==> config.mk <==
export PLATFORM = sky130hd
export DESIGN_NAME = irq_priority_encoder
export DESIGN_NICKNAME = d
export VERILOG_FILES = /design/src/rtl/lmarv_irq_pkg.sv /design/src/rtl/prio_enc8.sv /design/src/rtl/irq_priority_encoder.sv
export SDC_FILE = /design/constraint.sdc
export NUM_CORES = 1
export LEC_CHECK = 0
export BUFFER_PORTS_ARGS = -buffer_cell sky130_fd_sc_hd__buf_2
export CORE_MARGIN = 5
export CORE_UTILIZATION = 54
export CTS_BUF_LIST = sky130_fd_sc_hd__clkbuf_8
export CTS_CLUSTER_DIAMETER = 100
export CTS_CLUSTER_SIZE = 16
export DETAILED_ROUTE_END_ITERATION = 12
export GPL_TIMING_DRIVEN = 0
export PLACE_DENSITY = 0.8
export SYNTH_ARGS = -nofsm -noshare
export SYNTH_HDL_FRONTEND = slang
export SYNTH_SLANG_ARGS = --single-unit
export TNS_END_PERCENT = 30
==> constraint.sdc <==
create_clock -name clk -period 1.7 [get_ports clk]
set_input_delay 0.17 -clock clk [delete_from_list [all_inputs] [get_ports clk]]
set_output_delay 0.17 -clock clk [all_outputs]
set_load 0.02 [all_outputs]
==> src/rtl/lmarv_irq_pkg.sv <==
// ---------------------------------------------------------------------------
// lmarv_irq_pkg
// Shared definitions for the interrupt request priority encoder:
//   IRQ_N       - number of request lines (8)
//   IRQ_CODE_W  - width of the presented request index (3)
//   irq_state_e - handshake FSM states (IRQ_IDLE, IRQ_PRESENT)
// ---------------------------------------------------------------------------
package lmarv_irq_pkg;

    localparam int IRQ_N      = 8;
    localparam int IRQ_CODE_W = 3;

    typedef enum logic [0:0] {
        IRQ_IDLE    = 1'b0,
        IRQ_PRESENT = 1'b1
    } irq_state_e;

endpackage : lmarv_irq_pkg

==> src/rtl/prio_enc8.sv <==
// ---------------------------------------------------------------------------
// prio_enc8
// Purely combinational 8-to-3 priority encoder, active-high inputs,
// index 7 has the highest priority.
// Ports:
//   in  [7:0] - request vector
//   idx [2:0] - index of the highest set bit (0 when no bit is set)
//   any       - at least one bit of 'in' is set
// ---------------------------------------------------------------------------
module prio_enc8
    import lmarv_irq_pkg::*;
(
    input  logic [IRQ_N-1:0]      in,
    output logic [IRQ_CODE_W-1:0] idx,
    output logic                  any
);

    // Highest set index wins; all-zero input falls through to index 0.
    always_comb begin
        idx = 3'd0;
        casez (in)
            8'b1???????: idx = 3'd7;
            8'b01??????: idx = 3'd6;
            8'b001?????: idx = 3'd5;
            8'b0001????: idx = 3'd4;
            8'b00001???: idx = 3'd3;
            8'b000001??: idx = 3'd2;
            8'b0000001?: idx = 3'd1;
            8'b00000001: idx = 3'd0;
            default:     idx = 3'd0;
        endcase
    end

    assign any = |in;

endmodule : prio_enc8

==> src/rtl/irq_priority_encoder.sv <==
// ---------------------------------------------------------------------------
// irq_priority_encoder
// Latched 8-input priority encoder with a valid/ack handshake. Falling edges
// on the active-low request lines are captured into pending bits; the
// highest pending index (7 = highest) is presented to the sequencer and held
// until it is acknowledged.
// Ports:
//   clk          - clock, rising edge
//   nreset       - asynchronous active-low reset
//   nreq   [7:0] - active-low request lines (already synchronous to clk)
//   nEI          - active-low enable; high blocks presenting a new code
//   ack          - sequencer accepts the presented code (only while valid)
//   valid        - code holds a pending request
//   code   [2:0] - index of the presented request, frozen while valid
//   nGS          - active-low group signal, low while any pending bit is set
//   pending[7:0] - pending request bits (readback)
// ---------------------------------------------------------------------------
module irq_priority_encoder
    import lmarv_irq_pkg::*;
(
    input  logic                  clk,
    input  logic                  nreset,
    input  logic [IRQ_N-1:0]      nreq,
    input  logic                  nEI,
    input  logic                  ack,
    output logic                  valid,
    output logic [IRQ_CODE_W-1:0] code,
    output logic                  nGS,
    output logic [IRQ_N-1:0]      pending
);

    logic [IRQ_N-1:0]      req_r;
    logic [IRQ_N-1:0]      prev_r;
    logic [IRQ_N-1:0]      pending_r;
    logic                  ngs_r;
    logic [IRQ_N-1:0]      rise_s;
    logic [IRQ_N-1:0]      clr_s;
    logic [IRQ_N-1:0]      pending_nxt_s;
    irq_state_e            state_r;
    logic                  valid_r;
    logic [IRQ_CODE_W-1:0] code_r;
    logic [IRQ_CODE_W-1:0] prio_idx_s;
    logic                  prio_any_s;

    prio_enc8 u_prio_enc8 (
        .in  (pending_r),
        .idx (prio_idx_s),
        .any (prio_any_s)
    );

    // Edge detect and pending update; a new rise wins over a same-edge clear.
    always_comb begin
        rise_s = req_r & ~prev_r;
        clr_s  = 8'h00;
        if ((state_r == IRQ_PRESENT) && (ack == 1'b1)) begin
            clr_s = 8'h01 << code_r;
        end else begin
            clr_s = 8'h00;
        end
        pending_nxt_s = (pending_r & ~clr_s) | rise_s;
    end

    // Request capture registers; nGS is registered from the next pending
    // value so it changes on the same edge as the pending bits.
    always_ff @(posedge clk or negedge nreset) begin
        if (!nreset) begin
            req_r     <= 8'h00;
            prev_r    <= 8'h00;
            pending_r <= 8'h00;
            ngs_r     <= 1'b1;
        end else begin
            req_r     <= ~nreq;
            prev_r    <= req_r;
            pending_r <= pending_nxt_s;
            ngs_r     <= ~(|pending_nxt_s);
        end
    end

    // Handshake FSM: present the highest pending index, hold it until ack.
    always_ff @(posedge clk or negedge nreset) begin
        if (!nreset) begin
            state_r <= IRQ_IDLE;
            valid_r <= 1'b0;
            code_r  <= 3'd0;
        end else begin
            case (state_r)
                IRQ_IDLE: begin
                    if (prio_any_s && (nEI == 1'b0)) begin
                        state_r <= IRQ_PRESENT;
                        valid_r <= 1'b1;
                        code_r  <= prio_idx_s;
                    end else begin
                        state_r <= IRQ_IDLE;
                        valid_r <= 1'b0;
                    end
                end
                IRQ_PRESENT: begin
                    // nEI does not abort a presentation; only ack ends it.
                    if (ack == 1'b1) begin
                        state_r <= IRQ_IDLE;
                        valid_r <= 1'b0;
                    end else begin
                        state_r <= IRQ_PRESENT;
                        valid_r <= 1'b1;
                    end
                end
                default: begin
                    state_r <= IRQ_IDLE;
                    valid_r <= 1'b0;
                    code_r  <= 3'd0;
                end
            endcase
        end
    end

    assign valid   = valid_r;
    assign code    = code_r;
    assign nGS     = ngs_r;
    assign pending = pending_r;

endmodule : irq_priority_encoder

==> results of run 1 <==
## final timing paths
path	from	endpoint	slack [ns]
worst max-delay path	code[1]	nGS	0.29
worst min-delay path	nreq[6]	req_r[6]	0.03
worst max register to register	code[1]	nGS	0.29
worst min register to register	req_r[6]	prev_r[6]	0.37
max in group asynchronous	nreset	prev_r[4]	0.86
min in group asynchronous	nreset	code[1]	0.44
## cell families after synthesis
family | share of synthesized area
AND/OR/NAND/NOR | 0.182
flip-flops | 0.662
AO/OA/AOI/OAI | 0.111
buffers and inverters | 0.0445
## power by group through the flow
stage | clock [W] | combinational [W] | sequential, W
after floorplan | 0 | 0.0000901 | 0.000829
after global placement | 0 | 0.000192 | 0.000805
after detailed placement | 0 | 0.000197 | 0.000809
after CTS | 0.000556 | 0.000199 | 0.000797
after global routing | 0.000581 | 0.000221 | 0.000806
final | 0.000538 | 0.000195 | 0.000798
## metal layers
layer / GRT usage / wire, µm / vias up
met5: 0 / 0 / -
li1: - / - / 385
met2: 0.274 / 994 / 33
met1: 0.178 / 780 / 375
met3: 0.0617 / 191 / 7
met4: 0.0972 / 42 / 0
## final cells by class
class / count / share of cell area
Inverter: 13 / 0.0362
Tap cell: 27 / 0.0251
Multi-Input combinational cell: 54 / 0.239
Sequential cell: 29 / 0.539
Clock buffer: 6 / 0.0613
Clock inverter: 1 / 0.00279
Timing Repair Buffer: 25 / 0.0966
## placed cells by master (no fill, tap or decap)
cell type,instances
inv_1,14
o31ai_2,2
nor2b_1,5
nand4_1,2
o21ai_1,2
nand2b_1,4
a21oi_1,8
nor4_2,1
dlygate4sd3_1,1
nor3_1,1
nor2_1,1
clkbuf_8,6
nand3_2,1
buf_2,24
dfrtp_1,28
o21ai_0,4
o31a_1,1
nand3b_4,1
dfstp_2,1
o31ai_1,1
nand3_1,1
nor4_1,3
nand2_1,15
a211o_2,1
## registers in the layout, summed over array words and instances (netlist names)
signal / cells
req_r: 8
prev_r: 8
pending: 8
nGS: 1
valid: 1
code: 3
## per-stage QoR
stage | setup slack [ns] | power [W] | util
global placement | 0.344 | 0.000997 | 0.644
floorplan | 0.320 | 0.000919 | -
CTS | 0.297 | 0.00155 | 0.694
global route | 0.185 | 0.00161 | 0.694
detailed placement | 0.324 | 0.00101 | 0.644
finish | 0.292 | 0.00153 | 0.694
## timing repair
item                      in CTS  in global routing
hold endpoints to repair      28                  0
hold buffers                   1                  0
resized for setup              0                  0
==> metrics.txt, run 1 <==
vias in the first global route 765; sequential share of power 0.521; Core Area 1940 µm²; leakage power 0.654 nW; final setup TNS 0 ns; status complete, no violations; crit end category flip-flop; final slew viol count 0; footprint of the multi-input gates 322 µm²; Logic pwr share 0.128; top cells by area, synth dfrtp_1 64%, nand2_1 5.1%, inv_1 4.4%; hold path depth 2; DR DRC count 0; Clock transition at path regs 0.06 ns; Hold Vio Cnt, Final 0; # diodes 0; unrepaired setup endpoints after global routing no; top_reg_cell synth dfrtp_1; cell with the most instances after synthesis dfrtp_1; H-Tree Depth 2; critical path's slowest cell dfrtp_1; Crit path max-delay family simple AND/OR/NAND/NOR gates; Area Overhead vs Synth 22.8%; switch share 0.264; CTS Buf Count 5; Setup Buffers After CTS 0; net load switching power 0.000404 W; drt pass-1 iters 4; arrival time of the worst setup path 1.59 ns; Inst Count DP 147; final setup vio count 0; CTS tree done; later-pin clock latency in the skew report 0.27 ns; crit-path cells nand2b_1 > a21oi_1 > nand4_1 > nor4_2; GRT overflow 0; Routed WL 2.01 mm; fillers 175; Row Count 16; Sink Count 29; # IOs 25; DR iter-0 viols 8; Relative slew margins 0.599; first-pass GRT wire length 3.34 mm; Clock Tree Root clkbuf_8; reg2reg path depth 4; max_cap viols 0; routed vias/inst 5.16; chip width 55.1 µm; Design Area, Final 1350 µm²; pwr dens 1140 nW/µm²; clock power share 0.351; fraction of registers with async set/reset 1.00; GRT Util Overall 0.165; DIE AREA 3030 µm²; clk_skew 0.00926 ns; Synth top cells by count 28 x dfrtp_1, 15 x nand2_1, 13 x inv_1; crit share post-route 0.828; share of layout cells above drive strength 1 0.289; dominant cell type by area after synthesis dfrtp_1; fmax 0.710 GHz; hold_ws 0.0285 ns; worst vdd ir 0.000648 V; Syn Area/Cell 11.4 µm²; fin cells 155; Netlist Area Pre-Place 1100 µm²; pin count of the biggest net entering global routing 30; Post-synth EDFFs 0; Final min period 1.41 ns; Ys Warns 0; Worst setup SP type flip-flop; CTS Buffer Depth 2; area fraction of the dominant cell type after synthesis 0.639; Post-DP Area 1250 µm²; initial antenna violation count 0; Critical Path Fanout Max 7; syn nets 108; Mapped Cells 96; Synth Register Bits 29; measured slew at the worst slew-check pin 0.601 ns; initial core utilization 0.565; RD Place Congestion 0.822; slowest stage delay, CP 0.48 ns; port bufs 24; WL/cell 13.0 µm; cell-internal power 0.00113 W; Yosys cell types 21; Critical Setup Path Class flip-flop to flip-flop; Final HPWL DP 1.45 mm; Reg area 727 µm²; worst hold path type input port to flip-flop; sequential area share after synthesis 0.662; fin nets 140; DR vias 800; Critical Path Stages 4; Data required, critical path 1.88 ns; Buf+Inv Stages, Crit Path 0; Die Span Y 55.1 µm; Routed Antenna Nets 0
Note: power is estimated with default switching activity, not from simulation.
==> inputs of run 2 (changes only) <==
==> constraint.sdc (replaced) <==
create_clock -name clk -period 1.4 [get_ports clk]
set_input_delay 0.14 -clock clk [delete_from_list [all_inputs] [get_ports clk]]
set_output_delay 0.14 -clock clk [all_outputs]
set_load 0.02 [all_outputs]
==> run 2 against run 1 <==
Compared with the run above: sequential power grew 23%; fmax grew 4.6%; power grew 25%; setup slack worse by 0.24 ns; clock skew rose by 0.00064 ns; routed wire length rose by 3.6%; clock power is 21% higher; non-clock buffer count up 8; worst hold slack lost 0.019 ns; design area increased by 8.6%; first-iteration DRC count up 50%; utilization is 6.0 points higher; critical path type unchanged.
==> metrics.txt, run 2 (synthesis results as in run 1) <==
final setup TNS 0 ns (unchanged); pwr dens 1300 nW/µm² (was 1140 nW/µm²); Worst setup SP type flip-flop (unchanged); port bufs 24 (unchanged); initial core utilization 0.565 (unchanged); Data required, critical path 1.58 ns (was 1.88 ns); final slew viol count 0 (unchanged); DR iter-0 viols 12 (was 8); DIE AREA 3030 µm² (unchanged); crit-path cells buf_4 > o31ai_2 > o21ai_1 > nor4_2 (was nand2b_1 > a21oi_1 > nand4_1 > nor4_2); status complete, no violations (unchanged); fmax 0.743 GHz (was 0.710 GHz); Crit path max-delay family flip-flops (was simple AND/OR/NAND/NOR gates); CTS Buf Count 5 (unchanged); Final min period 1.35 ns (was 1.41 ns); first-pass GRT wire length 3.48 mm (was 3.34 mm); initial antenna violation count 0 (unchanged); fin nets 148 (was 140); crit share post-route 0.962 (was 0.828); crit end category flip-flop (unchanged); Design Area, Final 1460 µm² (was 1350 µm²); # diodes 0 (unchanged); Post-DP Area 1250 µm² (unchanged); worst r2r src code[1] (unchanged); worst hold path type input port to flip-flop (unchanged); slowest stage delay, CP 0.45 ns (was 0.48 ns); GRT overflow 0 (unchanged); worst vdd ir 0.000805 V (was 0.000648 V); leading cell types in the layout, fill and taps excluded 24 x buf_2, 20 x dfrtp_1, 15 x nand2_1 (was 28 x dfrtp_1, 24 x buf_2, 15 x nand2_1); RD Place Congestion 0.822 (unchanged); H-Tree Depth 2 (unchanged); Area Overhead vs Synth 33.4% (was 22.8%); arrival time of the worst setup path 1.52 ns (was 1.59 ns); Power Total 0.00191 W (was 0.00153 W); leakage power 0.687 nW (was 0.654 nW); drt pass-1 iters 4 (unchanged); critical path's slowest cell dfrtp_2 (was dfrtp_1); Routed Antenna Nets 0 (unchanged); CP startpoint code[1] (unchanged); chip width 55.1 µm (unchanged); Hold Vio Cnt, Final 0 (unchanged); Core Area 1940 µm² (unchanged); routed vias/inst 4.96 (was 5.16); later-pin clock latency in the skew report 0.27 ns (about the same); GRT Util Overall 0.171 (was 0.165); Critical Setup Path Class flip-flop to flip-flop (unchanged); CTS Buffer Depth 2 (unchanged); measured slew at the worst slew-check pin 0.599 ns (was 0.601 ns); Routed WL 2.08 mm (was 2.01 mm); Row Count 16 (unchanged); Relative slew margins 0.600 (was 0.599); commonest non-fill, non-tap cell in the layout buf_2 (was dfrtp_1); Die Span Y 55.1 µm (unchanged); pin count of the biggest net entering global routing 30 (unchanged); WL/cell 12.8 µm (was 13.0 µm); Final HPWL DP 1.45 mm (unchanged); clk_skew 0.00990 ns (was 0.00926 ns); share of layout cells above drive strength 1 0.382 (was 0.289); DR vias 808 (was 800); Critical Path Fanout Max 6 (was 7); final setup vio count 0 (unchanged); fillers 148 (was 175); CTS tree done (unchanged); max_cap viols 0 (unchanged); Buf+Inv Stages, Crit Path 1 (was 0); Sink Count 29 (unchanged); DR DRC count 0 (unchanged); Clock Tree Root clkbuf_8 (unchanged); vias in the first global route 799 (was 765); # IOs 25 (unchanged); Clock transition at path regs 0.06 ns (about the same); hold path startpoint nreq[1] (was nreq[6])
## run 2: cell count changes in the layout (fill, tap and decap cells not counted), sizes merged
cell and change:
buf +3, dlygate4sd3 +5
## run 2: metal layers
layer | GRT usage | vias up | wire length, µm
li1 | - | 398 | -
met1 | 0.185 | 377 | 856
met2 | 0.287 | 26 | 1030
met3 | 0.0617 | 7 | 153
met4 | 0.0972 | 0 | 42
met5 | 0 | - | 0
## run 2: what timing repair did
action                                 CTS  global route
endpoints found under the hold margin   33             0
hold buffers                             6             0
setup buffers                            0             3
pin swaps                                0             1
resized for setup                        1            13
setup endpoints to repair                1             5
gates cloned                             0             0
## run 2: stage by stage
step	setup slack, ns	std cells	hold slack [ns]	utilization
after global routing	-0.00530	163	0.0109	0.754
after global placement	0.0439	147	0.186	0.644
final	0.0539	163	0.00932	0.754
after CTS	0.00417	160	0.00377	0.720
after detailed placement	0.0239	147	0.188	0.644
after floorplan	0.0197	96	-0.156	-
## run 2: final cells by class
type,instances,area (µm²),area share
Multi-Input combinational cell,54,355,0.243
Clock inverter,1,3.75,0.00256
Clock buffer,6,82.6,0.0564
Timing Repair Buffer,33,203,0.138
Tap cell,27,33.8,0.0231
Inverter,13,48.8,0.0333
Sequential cell,29,737,0.503
## run 2: where the power goes
group | switching, W | internal (W)
sequential | 0.0000768 | 0.000901
clock | 0.000272 | 0.000381
combinational | 0.000158 | 0.000118
## run 2: path summary, 6_finish.rpt
path | end | slack, ns | depth (start not counted)
max | nGS | 0.05 | 4
min | req_r[1] | 0.009 | 2
max reg2reg | nGS | 0.05 | 4
min reg2reg | prev_r[6] | 0.37 | 0
max in group asynchronous | pending[1] | 0.56 | 2
min in group asynchronous | code[1] | 0.41 | 2
## run 2: worst register-to-register path: cells and delay by family, from the launching register on
kind,cells,cell delay [ns]
AOI/OAI and AO/OA,2,0.35
DFF,1,0.45
and+or+nand+nor,1,0.29
buffers and inverters,1,0.16
